`src/rtl/mem_port_arbiter.sv`:
```
// mem_port_arbiter
//   Shares the single memory port of the core between instruction fetch (IF,
//   read-only) and the load/store stage (D, read/write). Only one transaction
//   is in flight at a time. D has fixed priority. A starvation guard forces an
//   IF grant after MAX_DWIN consecutive D grants while IF is waiting. A BUSY
//   transaction that gets no mem_ack within TIMEOUT cycles is aborted with err.
// Ports
//   clk, reset                      : rising-edge clock, synchronous active-high reset
//   if_req/if_addr -> if_ack/if_rdata        : fetch requester (read-only)
//   d_req/d_we/d_addr/d_wdata -> d_ack/d_rdata : load/store requester
//   err                             : flags an aborted (timed-out) transaction with its ack
//   mem_req/mem_we/mem_addr/mem_wdata, mem_ack/mem_rdata : memory port
//   busy                            : FSM is not IDLE
// All outputs are registered. Each output's next value is computed in the
// always_comb block, and the always_ff block registers it.
module mem_port_arbiter #(
  parameter int unsigned AW       = 32,
  parameter int unsigned DW       = 32,
  parameter int unsigned MAX_DWIN = 4,
  parameter int unsigned TIMEOUT  = 64
) (
  input  logic          clk,
  input  logic          reset,
  input  logic          if_req,
  input  logic [AW-1:0] if_addr,
  output logic          if_ack,
  output logic [DW-1:0] if_rdata,
  input  logic          d_req,
  input  logic          d_we,
  input  logic [AW-1:0] d_addr,
  input  logic [DW-1:0] d_wdata,
  output logic          d_ack,
  output logic [DW-1:0] d_rdata,
  output logic          err,
  output logic          mem_req,
  output logic          mem_we,
  output logic [AW-1:0] mem_addr,
  output logic [DW-1:0] mem_wdata,
  input  logic          mem_ack,
  input  logic [DW-1:0] mem_rdata,
  output logic          busy
);

  localparam int unsigned SCW = (MAX_DWIN < 1) ? 1 : $clog2(MAX_DWIN + 1);
  localparam int unsigned TCW = (TIMEOUT < 2) ? 1 : $clog2(TIMEOUT);

  typedef enum logic [1:0] {
    IDLE = 2'd0,
    BUSY = 2'd1,
    RESP = 2'd2
  } state_t;

  typedef enum logic [1:0] {
    OWN_NONE = 2'd0,
    OWN_IF   = 2'd1,
    OWN_D    = 2'd2
  } owner_t;

  state_t         state, state_nxt;
  owner_t         owner, owner_nxt;
  logic [SCW-1:0] scnt, scnt_nxt;
  logic [TCW-1:0] tcnt, tcnt_nxt;

  logic           if_ack_nxt, d_ack_nxt, err_nxt, busy_nxt;
  logic [DW-1:0]  if_rdata_nxt, d_rdata_nxt;
  logic           mem_req_nxt, mem_we_nxt;
  logic [AW-1:0]  mem_addr_nxt;
  logic [DW-1:0]  mem_wdata_nxt;

  logic           d_wins;
  logic           timeout_hit;
  logic [DW-1:0]  resp_data;

  // D wins by default; IF takes the port once D has won MAX_DWIN times in a row
  assign d_wins      = d_req && !(if_req && (scnt == SCW'(MAX_DWIN)));
  assign timeout_hit = (tcnt == TCW'(TIMEOUT - 1));
  // Stores return zero data to the requester
  assign resp_data   = mem_we ? '0 : mem_rdata;

  // State register and registered outputs
  always_ff @(posedge clk) begin
    if (reset) begin
      state     <= IDLE;
      owner     <= OWN_NONE;
      scnt      <= '0;
      tcnt      <= '0;
      if_ack    <= 1'b0;
      if_rdata  <= '0;
      d_ack     <= 1'b0;
      d_rdata   <= '0;
      err       <= 1'b0;
      mem_req   <= 1'b0;
      mem_we    <= 1'b0;
      mem_addr  <= '0;
      mem_wdata <= '0;
      busy      <= 1'b0;
    end else begin
      state     <= state_nxt;
      owner     <= owner_nxt;
      scnt      <= scnt_nxt;
      tcnt      <= tcnt_nxt;
      if_ack    <= if_ack_nxt;
      if_rdata  <= if_rdata_nxt;
      d_ack     <= d_ack_nxt;
      d_rdata   <= d_rdata_nxt;
      err       <= err_nxt;
      mem_req   <= mem_req_nxt;
      mem_we    <= mem_we_nxt;
      mem_addr  <= mem_addr_nxt;
      mem_wdata <= mem_wdata_nxt;
      busy      <= busy_nxt;
    end
  end

  // Next-state and next-output logic
  always_comb begin
    state_nxt     = state;
    owner_nxt     = owner;
    scnt_nxt      = scnt;
    tcnt_nxt      = tcnt;
    if_ack_nxt    = 1'b0;
    d_ack_nxt     = 1'b0;
    err_nxt       = 1'b0;
    if_rdata_nxt  = if_rdata;
    d_rdata_nxt   = d_rdata;
    mem_req_nxt   = mem_req;
    mem_we_nxt    = mem_we;
    mem_addr_nxt  = mem_addr;
    mem_wdata_nxt = mem_wdata;

    unique case (state)
      IDLE: begin
        if (!if_req) begin
          scnt_nxt = '0;
        end
        if (d_wins) begin
          owner_nxt     = OWN_D;
          mem_req_nxt   = 1'b1;
          mem_we_nxt    = d_we;
          mem_addr_nxt  = d_addr;
          mem_wdata_nxt = d_wdata;
          tcnt_nxt      = '0;
          state_nxt     = BUSY;
          // d_wins with if_req implies scnt < MAX_DWIN, so this cannot overflow
          if (if_req) begin
            scnt_nxt = scnt + SCW'(1);
          end
        end else if (if_req) begin
          owner_nxt     = OWN_IF;
          mem_req_nxt   = 1'b1;
          mem_we_nxt    = 1'b0;
          mem_addr_nxt  = if_addr;
          mem_wdata_nxt = '0;
          tcnt_nxt      = '0;
          scnt_nxt      = '0;
          state_nxt     = BUSY;
        end
      end

      BUSY: begin
        // A late mem_ack in the final cycle beats the timeout
        if (mem_ack || timeout_hit) begin
          mem_req_nxt = 1'b0;
          mem_we_nxt  = 1'b0;
          err_nxt     = !mem_ack;
          state_nxt   = RESP;
          if (owner == OWN_IF) begin
            if_ack_nxt   = 1'b1;
            if_rdata_nxt = mem_ack ? resp_data : '0;
          end else begin
            d_ack_nxt   = 1'b1;
            d_rdata_nxt = mem_ack ? resp_data : '0;
          end
        end else begin
          tcnt_nxt = tcnt + TCW'(1);
        end
      end

      RESP: begin
        // The ack pulse and err are already on the outputs this cycle
        owner_nxt = OWN_NONE;
        state_nxt = IDLE;
      end

      default: begin
        owner_nxt   = OWN_NONE;
        mem_req_nxt = 1'b0;
        state_nxt   = IDLE;
      end
    endcase

    busy_nxt = (state_nxt != IDLE);
  end

endmodule
```
`config.mk`:
```
export PLATFORM = sky130hd
export DESIGN_NAME = mem_port_arbiter
export DESIGN_NICKNAME = d
export VERILOG_FILES = /design/src/rtl/mem_port_arbiter.sv
export SDC_FILE = /design/constraint.sdc
export NUM_CORES = 1
export LEC_CHECK = 0
export BUFFER_PORTS_ARGS = -buffer_cell sky130_fd_sc_hd__buf_2
export CORE_ASPECT_RATIO = 0.9
export CORE_MARGIN = 8
export CORE_UTILIZATION = 43
export CTS_BUF_LIST = sky130_fd_sc_hd__clkbuf_16
export DETAILED_ROUTE_END_ITERATION = 10
export GPL_TIMING_DRIVEN = 0
export HOLD_SLACK_MARGIN = 0.15
export PLACE_DENSITY = 0.75
export SLEW_MARGIN = 20
export SYNTH_ARGS = -nofsm -noshare
export SYNTH_HDL_FRONTEND = slang
export SYNTH_SLANG_ARGS = --single-unit
```
`constraint.sdc`:
```
create_clock -name clk -period 4.95 [get_ports clk]
set_input_delay 0.2475 -clock clk [delete_from_list [all_inputs] [get_ports clk]]
set_output_delay 0.2475 -clock clk [all_outputs]
set_load 0.005 [all_outputs]
```
* After elaboration in Yosys (flattened, before gate mapping)
Cells that the tools add are included.
** Storage, ports and cells
- Bits in registers :: 147
- Input bits :: 134
- Output and inout bits :: 134
- Logic and storage cells :: 73
** Cells by class
- Add/subtract/negate cells :: 2
- Equal/unequal tests :: 8
- Mux-type cells :: 28
- Bitwise logic cells :: 4
- Reduce and logical (&&, ||, !) cells :: 17
** Operators with widths (number)
- $mux 32 :: 6
- $mux 6 :: 3
- $reduce_and 3->1 :: 5
- $pmux 6 s2 :: 1
- $mux 2 :: 5
- $pmux 2 s2 :: 2
- $mux 1 :: 7
- $add 6x1->6 const B :: 1
- $eq 6x6->1 const B :: 1
- $mux 3 :: 2
- $reduce_bool 2->1 :: 3
- $eq 2x1->1 const B :: 2
- $ne 2x2->1 const B :: 2
- $not 1->1 :: 4
- $reduce_and 2->1 :: 2
- $add 3x1->3 const B :: 1
- $eq 3x3->1 const B :: 1
- $ne 3x3->1 const B :: 1
- $pmux 1 s3 :: 1
- $reduce_or 3->1 :: 1
- $eq 2x2->1 const B :: 1
- $logic_and 1x1->1 :: 2
- $logic_not 1->1 :: 2
- $logic_not 2->1 :: 1
- 2 further kinds :: 2

* Longest topological paths before layout
Gate-level depths: netlist of the first run.
- Depth in word-level cells :: 7
- Mapped depth :: 8
- Depth with buffers taken out :: 6

* Worst setup path before layout of the first run
No wires, ideal clock.
- Kind :: flip-flop to flip-flop
- From :: register tcnt[0]
- To :: register d_rdata[10]
- Setup time :: 0.121 ns
- Arrival time :: 1.550 ns
- Data required time :: 4.829 ns
- Setup slack :: 3.278 ns
- Cell stages (with the launch flop) :: 8
- Path buffers :: 2
- Clock period less this slack :: 1.672 ns
- Path through :: dfxtp_1 ha_1 and4_1 a21o_1 and3_1 buf_2 buf_4 mux2i_1
** On the way
- Cells in the longest elaborated chain, start to end :: 3
** Ends and longest elaborated chain
- start, declared :: RTL line 62 : logic [TCW-1:0] tcnt, tcnt_nxt;
- start signal, assigned :: RTL line 101 : tcnt <= tcnt_nxt;
- $eq 6x6->1 :: RTL line 76 : assign timeout_hit = (tcnt == TCW'(TIMEOUT - 1));
- $logic_or 1x1->1 :: RTL line 162 : if (mem_ack || timeout_hit) begin
- $reduce_and 3->1 (no source line)
- end signal, assigned :: RTL line 105 : d_rdata <= d_rdata_nxt;
- end, declared :: RTL line 33 : output logic [DW-1:0] d_rdata,
Every way passes these cells.
A chain may end at the register's enable or synchronous reset.

* Final worst setup path of the first run
- From :: register scnt[0]
- To :: register mem_addr[24]
** On the way
- Cells in the longest elaborated chain, start to end :: 6
- Elaborated cells between the ends (all ways) :: 7
- Those cells by class :: eq/ne: 1; mux: 1; reduce/logical: 5
** Ends and longest elaborated chain
- start, declared :: RTL line 61 : logic [SCW-1:0] scnt, scnt_nxt;
- start signal, assigned :: RTL line 100 : scnt <= scnt_nxt;
- $eq 3x3->1 (*) :: RTL line 75 : assign d_wins = d_req && !(if_req && (scnt == SCW'(MAX_DWIN)));
- $logic_and 1x1->1 (*) :: RTL line 75
- $logic_not 1->1 (*) :: RTL line 75
- $logic_and 1x1->1 (*) :: RTL line 75
- $reduce_bool 2->1 (no source line)
- $reduce_and 2->1 (no source line)
- end signal, assigned :: RTL line 109 : mem_addr <= mem_addr_nxt;
- end, declared :: RTL line 37 : output logic [AW-1:0] mem_addr,
Every way passes the cells marked *; elsewhere a longest branch is shown, timed or not.

==> results of run 1 <==
==> final timing paths <==
path	endpoint	slack, ns	cells past startpoint
hold reg to reg	if_rdata[25]	0.47	2
hold / removal	scnt[2]	0.21	4
setup / recovery	mem_addr[24]	2.29	9
setup reg to reg	mem_addr[24]	2.29	9
==> cells by family after synthesis <==
logic type               count (synthesis)
AO/OA/AOI/OAI                           86
adder cells (fa/ha/maj)                  3
buffers and inverters                   53
flip-flops                             147
multiplexers                            65
AND/OR/NAND/NOR                        278
==> state kept, by name (all words and copies together) (netlist names), 2 cells and up <==
signal	flops
mem_wdata	32
if_rdata	32
tcnt	6
d_rdata	32
mem_addr	32
state	2
scnt	3
owner	2
==> synth_stat cells (2+ instances only) <==
| cell | number |
|---|---|
| dfxtp_1 | 147 |
| nand2_1 | 105 |
| nor2_1 | 73 |
| mux2i_1 | 65 |
| nand2b_1 | 65 |
| a22oi_1 | 32 |
| a311oi_1 | 32 |
| clkbuf_1 | 29 |
| buf_2 | 10 |
| a21oi_1 | 8 |
| nand3_1 | 8 |
| buf_4 | 7 |
| nor3_1 | 7 |
| a31oi_1 | 3 |
| and3_1 | 3 |
| ha_1 | 3 |
| nor2b_1 | 3 |
| nor3b_1 | 3 |
| o21ai_0 | 3 |
| buf_6 | 2 |
| inv_1 | 2 |
==> stage by stage <==
step                hold WS [ns]  std cells  worst slack, ns
floorplan                  0.396        632             3.28
global placement           0.454       1067             2.85
detailed placement         0.461       1067             2.80
CTS                        0.194       1228             2.41
global route               0.220       1228             2.16
finish                     0.208       1228             2.29
==> power breakdown <==
group / switching [mW] / internal, mW
sequential: 0.0359 / 1.25
combinational: 0.242 / 0.252
clock: 0.507 / 0.631
total: 0.785 / 2.13
==> layer usage <==
metal	vias up	share of wire, %	wire length, µm
li1	3001	-	-
met2	346	47	10300
met5	-	0	0
met4	0	3.2	716
met3	63	10	2250
met1	2907	40	8750
==> tightest hold or removal path, stage by stage <==
cell	delay (ns)
buf_2	0.13
nand2_1	0.06
o31a_1	0.11
nor2_1	0.04
==> area by class of cell <==
class | count | area [µm²] | share of cell area, %
Buffer | 51 | 263 | 2.85
Clock buffer | 17 | 425 | 4.62
Clock inverter | 15 | 92.6 | 1.01
Inverter | 2 | 7.51 | 0.0815
Multi-Input combinational cell | 432 | 2640 | 28.7
Sequential cell | 147 | 2940 | 32.0
Tap cell | 168 | 210 | 2.28
Timing Repair Buffer | 396 | 2630 | 28.5
==> what timing repair did <==
| item | in CTS | in global routing |
|---|---|---|
| gates resized for setup | 0 | 0 |
| hold endpoints to repair | 129 | 0 |
| buffers inserted | 0 | 0 |
| hold buffers | 129 | 0 |
==> metrics.cfg, run 1 <==
[sta]
worstMarginPinSlew_ns=0.639
slew_viol_final=0
relSlewSlack_pct=57.3
final-setup-viol-count=0
period_share_pct=53.7
finalHoldViolations=0
skew_ns=0.00957
tns_ns=0
rsz0062_at_grt=no
max_freq_ghz=0.377
fin_crit_ns=2.66

[finish]
nets=1184
design_area_um2=9210
final_cell_mix=277 x buf_2, 147 x dfxtp_1, 129 x dlygate4sd3_1, 105 x nand2_1, 73 x nor2_1
final_common_cell=buf_2
layout-drive-gt1-share_pct=30.0
fin_util_pct=69.2
syn2layout_area_growth_pct=57.3
antennaDiodeCount=0
fill_cells=958

[critical_path]
critPathBufInv=4
crit_path_max_fanout=10
cpLargestDelayFamily=buffers and inverters
worst_setup_path_end_kind=flip-flop
slowest_delay_ns=0.61
worstPathArrival_ns=3.02
reg2reg_from=scnt[0]
cp.required_ns=5.32
crit_type=reg2reg
path_cells=inv_1 -> ha_1 -> nand3_1 -> and2_1 -> buf_2 -> clkbuf_1 -> nand2_1 -> a311oi_1 -> dlygate4sd3_1
slowest_stage=dlygate4sd3_1
start_kind=flip-flop
critPathLaunch=scnt[0]

[power_and_ir_drop]
p_leak_nw=4.21
peakVddDrop_v=0.000216
power.total_mw=2.91
pwr_density_cell_nw_per_um2=316

[global_routing]
grt.met3_usage_pct=9.86
grt_pass1_vias=6673
grt_antenna_before_repair=0
use_met2_pct=41.0
grt_max_degree=17
grt.total_usage_pct=24.2
grt_pass1_wl_mm=34.4
grt_overflow=0
busiest_layer=met2
grtUsageMet1_pct=26.6

[die]
die_h_um=127
design.die.area_um2=17600
ios=268
fp.coreArea_um2=13300
rows=40
die_x_um=139
start_util_pct=44.0

[logic_synthesis]
synth_top_area_share_pct=50.3
yosysTopAreaCell=dfxtp_1
synth_enable_flop_cells=0
ys.flop_type=dfxtp_1
yosys_warnings=0
synthXorXnorAreaFrac_pct=0
synth_area_leaders=dfxtp_1 50%, mux2i_1 11%, nand2b_1 6.9%, nand2_1 6.7%, a311oi_1 4.8%
async_flop_share_pct=0
yosysSeqAreaShare_pct=50.3
syn-num-nets=769
synthAdderAreaFrac_pct=0.641
synth-seq-cells=147
synth-compound-area-share_pct=11.3
synthMuxAreaShare_pct=11.1
syn_inst=632
avgSynthCellArea_um2=9.26
synthesis.area_um2=5850
synth_top_family_by_area=simple AND/OR/NAND/NOR gates
synth.distinct_cells=43
synthSimpleGateAreaFrac_pct=22.1

[cts]
cts_tree=yes
cts-root-buf=clkbuf_16
cts_sinks=147
tritoncts.num_buffers=17
clk_latency_ns=0.42
htreeDepth=4
clk_pin_slew_ns=0.06
cts_buffer_depth=2

[route]
via_count=6317
drc_errors=0
wire_per_inst_um=17.9
vias_per_cell=5.14
routed_wl_mm=22.0
drt_pass1_iterations=5
initialDrtViolationCount=325
antenna_left=0

[min_path]
hp-start=d_req
hp-class=in2reg

[placed_design]
dpl_cell_area_um2=7400
gp_congestion=0.804
hpwl_mm=14.1
portBuffers=267

[flow_run]
drv_cap=0

[outcome]
status=finished clean

No activity file was read; power rests on OpenSTA's default activity.
==> run 2: changes to the inputs <==
Settings changed: CORE_UTILIZATION 43 to 42, PLACE_DENSITY 0.75 to 0.77.
Clock period 4.95 ns to 2.2 ns, I/O delays scaled along.
==> metrics.cfg, run 2 (synthesis gave the netlist of run 1 again) <==
[sta]
finalHoldViolations=0  ; unchanged
tns_ns=0  ; unchanged
worstMarginPinSlew_ns=0.744  ; +0.105 ns
rsz0062_at_grt=no
slew_viol_final=0  ; unchanged
final-setup-viol-count=0  ; unchanged
fin_crit_ns=2.04  ; -0.613 ns
relSlewSlack_pct=50.3  ; -7.0 points
skew_ns=0.0119  ; +0.00234 ns
period_share_pct=92.9  ; +39 points
max_freq_ghz=0.489  ; +30%

[critical_path]
reg2reg_from=scnt[0]
crit_path_max_fanout=8  ; -2
critPathLaunch=scnt[0]
start_kind=flip-flop
r2r_end=mem_addr[0]
crit_type=reg2reg
worst-r2r-cell-count=8  ; -1
worstPathArrival_ns=2.39  ; -0.63 ns
cp.required_ns=2.54  ; -2.78 ns
r2r_setup_slack_ns=0.16  ; -2.14 ns
crit_path_end=mem_addr[0]
worst_setup_path_end_kind=flip-flop

[placed_design]
gp_congestion=0.831  ; +3.4%
portBuffers=267  ; unchanged
hpwl_mm=13.9  ; -1.5%

[power_and_ir_drop]
peakVddDrop_v=0.000590  ; +170%
combinationalPowerShare_pct=16.1  ; -0.8 points
p_seq_share_pct=43.3  ; -0.7 points
netSwitchingFraction_pct=25.4  ; -1.6 points
pwr_density_cell_nw_per_um2=717  ; +130%
p_leak_nw=4.20  ; -0.12%
pwr-share-clk_pct=40.6  ; +1.5 points
power_switching_mw=1.69  ; +110%
power.total_mw=6.66  ; +130%
p_int_mw=4.97  ; +130%

[route]
drt_pass1_iterations=5  ; unchanged
routed_wl_mm=22.3  ; +1.3%
initialDrtViolationCount=314  ; -3.4%
drc_errors=0  ; unchanged
antenna_left=0  ; unchanged
vias_per_cell=5.14  ; about the same
wire_per_inst_um=18.1  ; +0.62%
via_count=6355  ; +0.60%

[finish]
syn2layout_area_growth_pct=58.6
nets=1186  ; +0.17%
fill_cells=1026  ; +7.1%
final_common_cell=buf_2
fin_util_pct=67.3  ; -1.9 points
layout-drive-gt1-share_pct=29.9  ; -0.12 points
final_cell_mix=276 x buf_2, 147 x dfxtp_1, 131 x dlygate4sd3_1, 105 x nand2_1, 73 x nor2_1

[global_routing]
grt.total_usage_pct=24.1  ; -0.12 points
grt_overflow=0  ; unchanged
grt_pass1_wl_mm=34.8  ; +1.1%
grt_pass1_vias=6624  ; -0.73%
grt_max_degree=17  ; unchanged
grt_antenna_before_repair=1  ; +1

[cts]
clk_pin_slew_ns=0.06  ; about the same
cts-root-buf=clkbuf_16
tritoncts.num_buffers=17  ; unchanged
cts_sinks=147  ; unchanged
cts_buffer_depth=2  ; unchanged
htreeDepth=4  ; unchanged
clk_latency_ns=0.41  ; about the same
cts_tree=yes

[min_path]
hp-class=in2reg
holdPathStages=3  ; -1

[die]
fp.coreArea_um2=13800  ; +3.7%
die_h_um=128  ; +1.0%
die_x_um=140  ; +1.0%
rows=41  ; +2.5%
design.die.area_um2=18000  ; +2.1%
ios=268  ; unchanged
start_util_pct=42.4  ; -1.6 points

[flow_run]
drv_cap=0  ; unchanged

[outcome]
status=finished clean

-- run 2: per-stage QoR --
step / instances / hold WS, ns / area (µm²) / worst slack [ns]
2_1_floorplan: 632 / 0.258 / 5850 / 0.528
3_3_place_gp: 1071 / 0.343 / 7410 / 0.245
3_5_place_dp: 1071 / 0.353 / 7410 / 0.220
4_1_cts: 1233 / 0.165 / 9270 / 0.0708
5_1_grt: 1234 / 0.181 / 9280 / 0.0159
6_report: 1236 / 0.186 / 9280 / 0.157
-- run 2: worst max-delay path: stages, from the launching register on --
cell and delay (ns):
dfxtp_1 0.37, inv_1 0.06, ha_1 0.21, nand3_1 0.12
and2_1 0.13, buf_2 0.20, nand2_1 0.07, a311oi_1 0.24
dlygate4sd3_1 0.58
-- run 2: timing repair --
| action | 4_1_cts | 5_1_grt |
|---|---|---|
| setup buffers | 0 | 0 |
| gates resized for setup | 0 | 7 |
| endpoints found under the setup margin | 0 | 7 |
| hold endpoints to repair | 132 | 0 |
| hold buffers | 131 | 0 |
-- run 2: power by group through the flow --
stage / registers [mW] / logic [mW] / clock network [mW]
4_1_cts: 2.87 / 1.02 / 2.75
2_1_floorplan: 2.94 / 0.431 / 0
6_report: 2.88 / 1.07 / 2.70
3_3_place_gp: 2.92 / 0.829 / 0
5_1_grt: 2.90 / 1.16 / 2.86
3_5_place_dp: 2.93 / 0.837 / 0
-- run 2: cell type report --
| class | instances | area (µm²) | area share [%] |
|---|---|---|---|
| sequential | 147 | 2940 | 31.7 |
| timing repair buffer | 398 | 2650 | 28.5 |
| multi-input combinational | 432 | 2650 | 28.5 |
| clock buffer | 17 | 425 | 4.58 |
| buffer | 51 | 268 | 2.88 |
| tap | 172 | 215 | 2.32 |
| clock inverter | 14 | 124 | 1.33 |
| inverter | 2 | 7.51 | 0.0809 |
| antenna | 3 | 7.51 | 0.0809 |
-- run 2: layer usage --
| layer | part of all wire, % | GRT usage (%) |
|---|---|---|
| met1 | 41 | 27.2 |
| met5 | 0 | 0 |
| met4 | 2.8 | 9.60 |
| met3 | 9.4 | 9.90 |
| met2 | 47 | 40.1 |
-- run 2: worst min path at each step --
stage	startpoint	slack [ns]	to
final	d_we	0.19	mem_we
after global routing	d_we	0.18	mem_we
after CTS	d_we	0.17	mem_we
after detailed placement	d_wdata[14]	0.35	mem_wdata[14]
after global placement	d_wdata[11]	0.34	mem_wdata[11]
after floorplan	d_wdata[0]	0.26	mem_wdata[0]
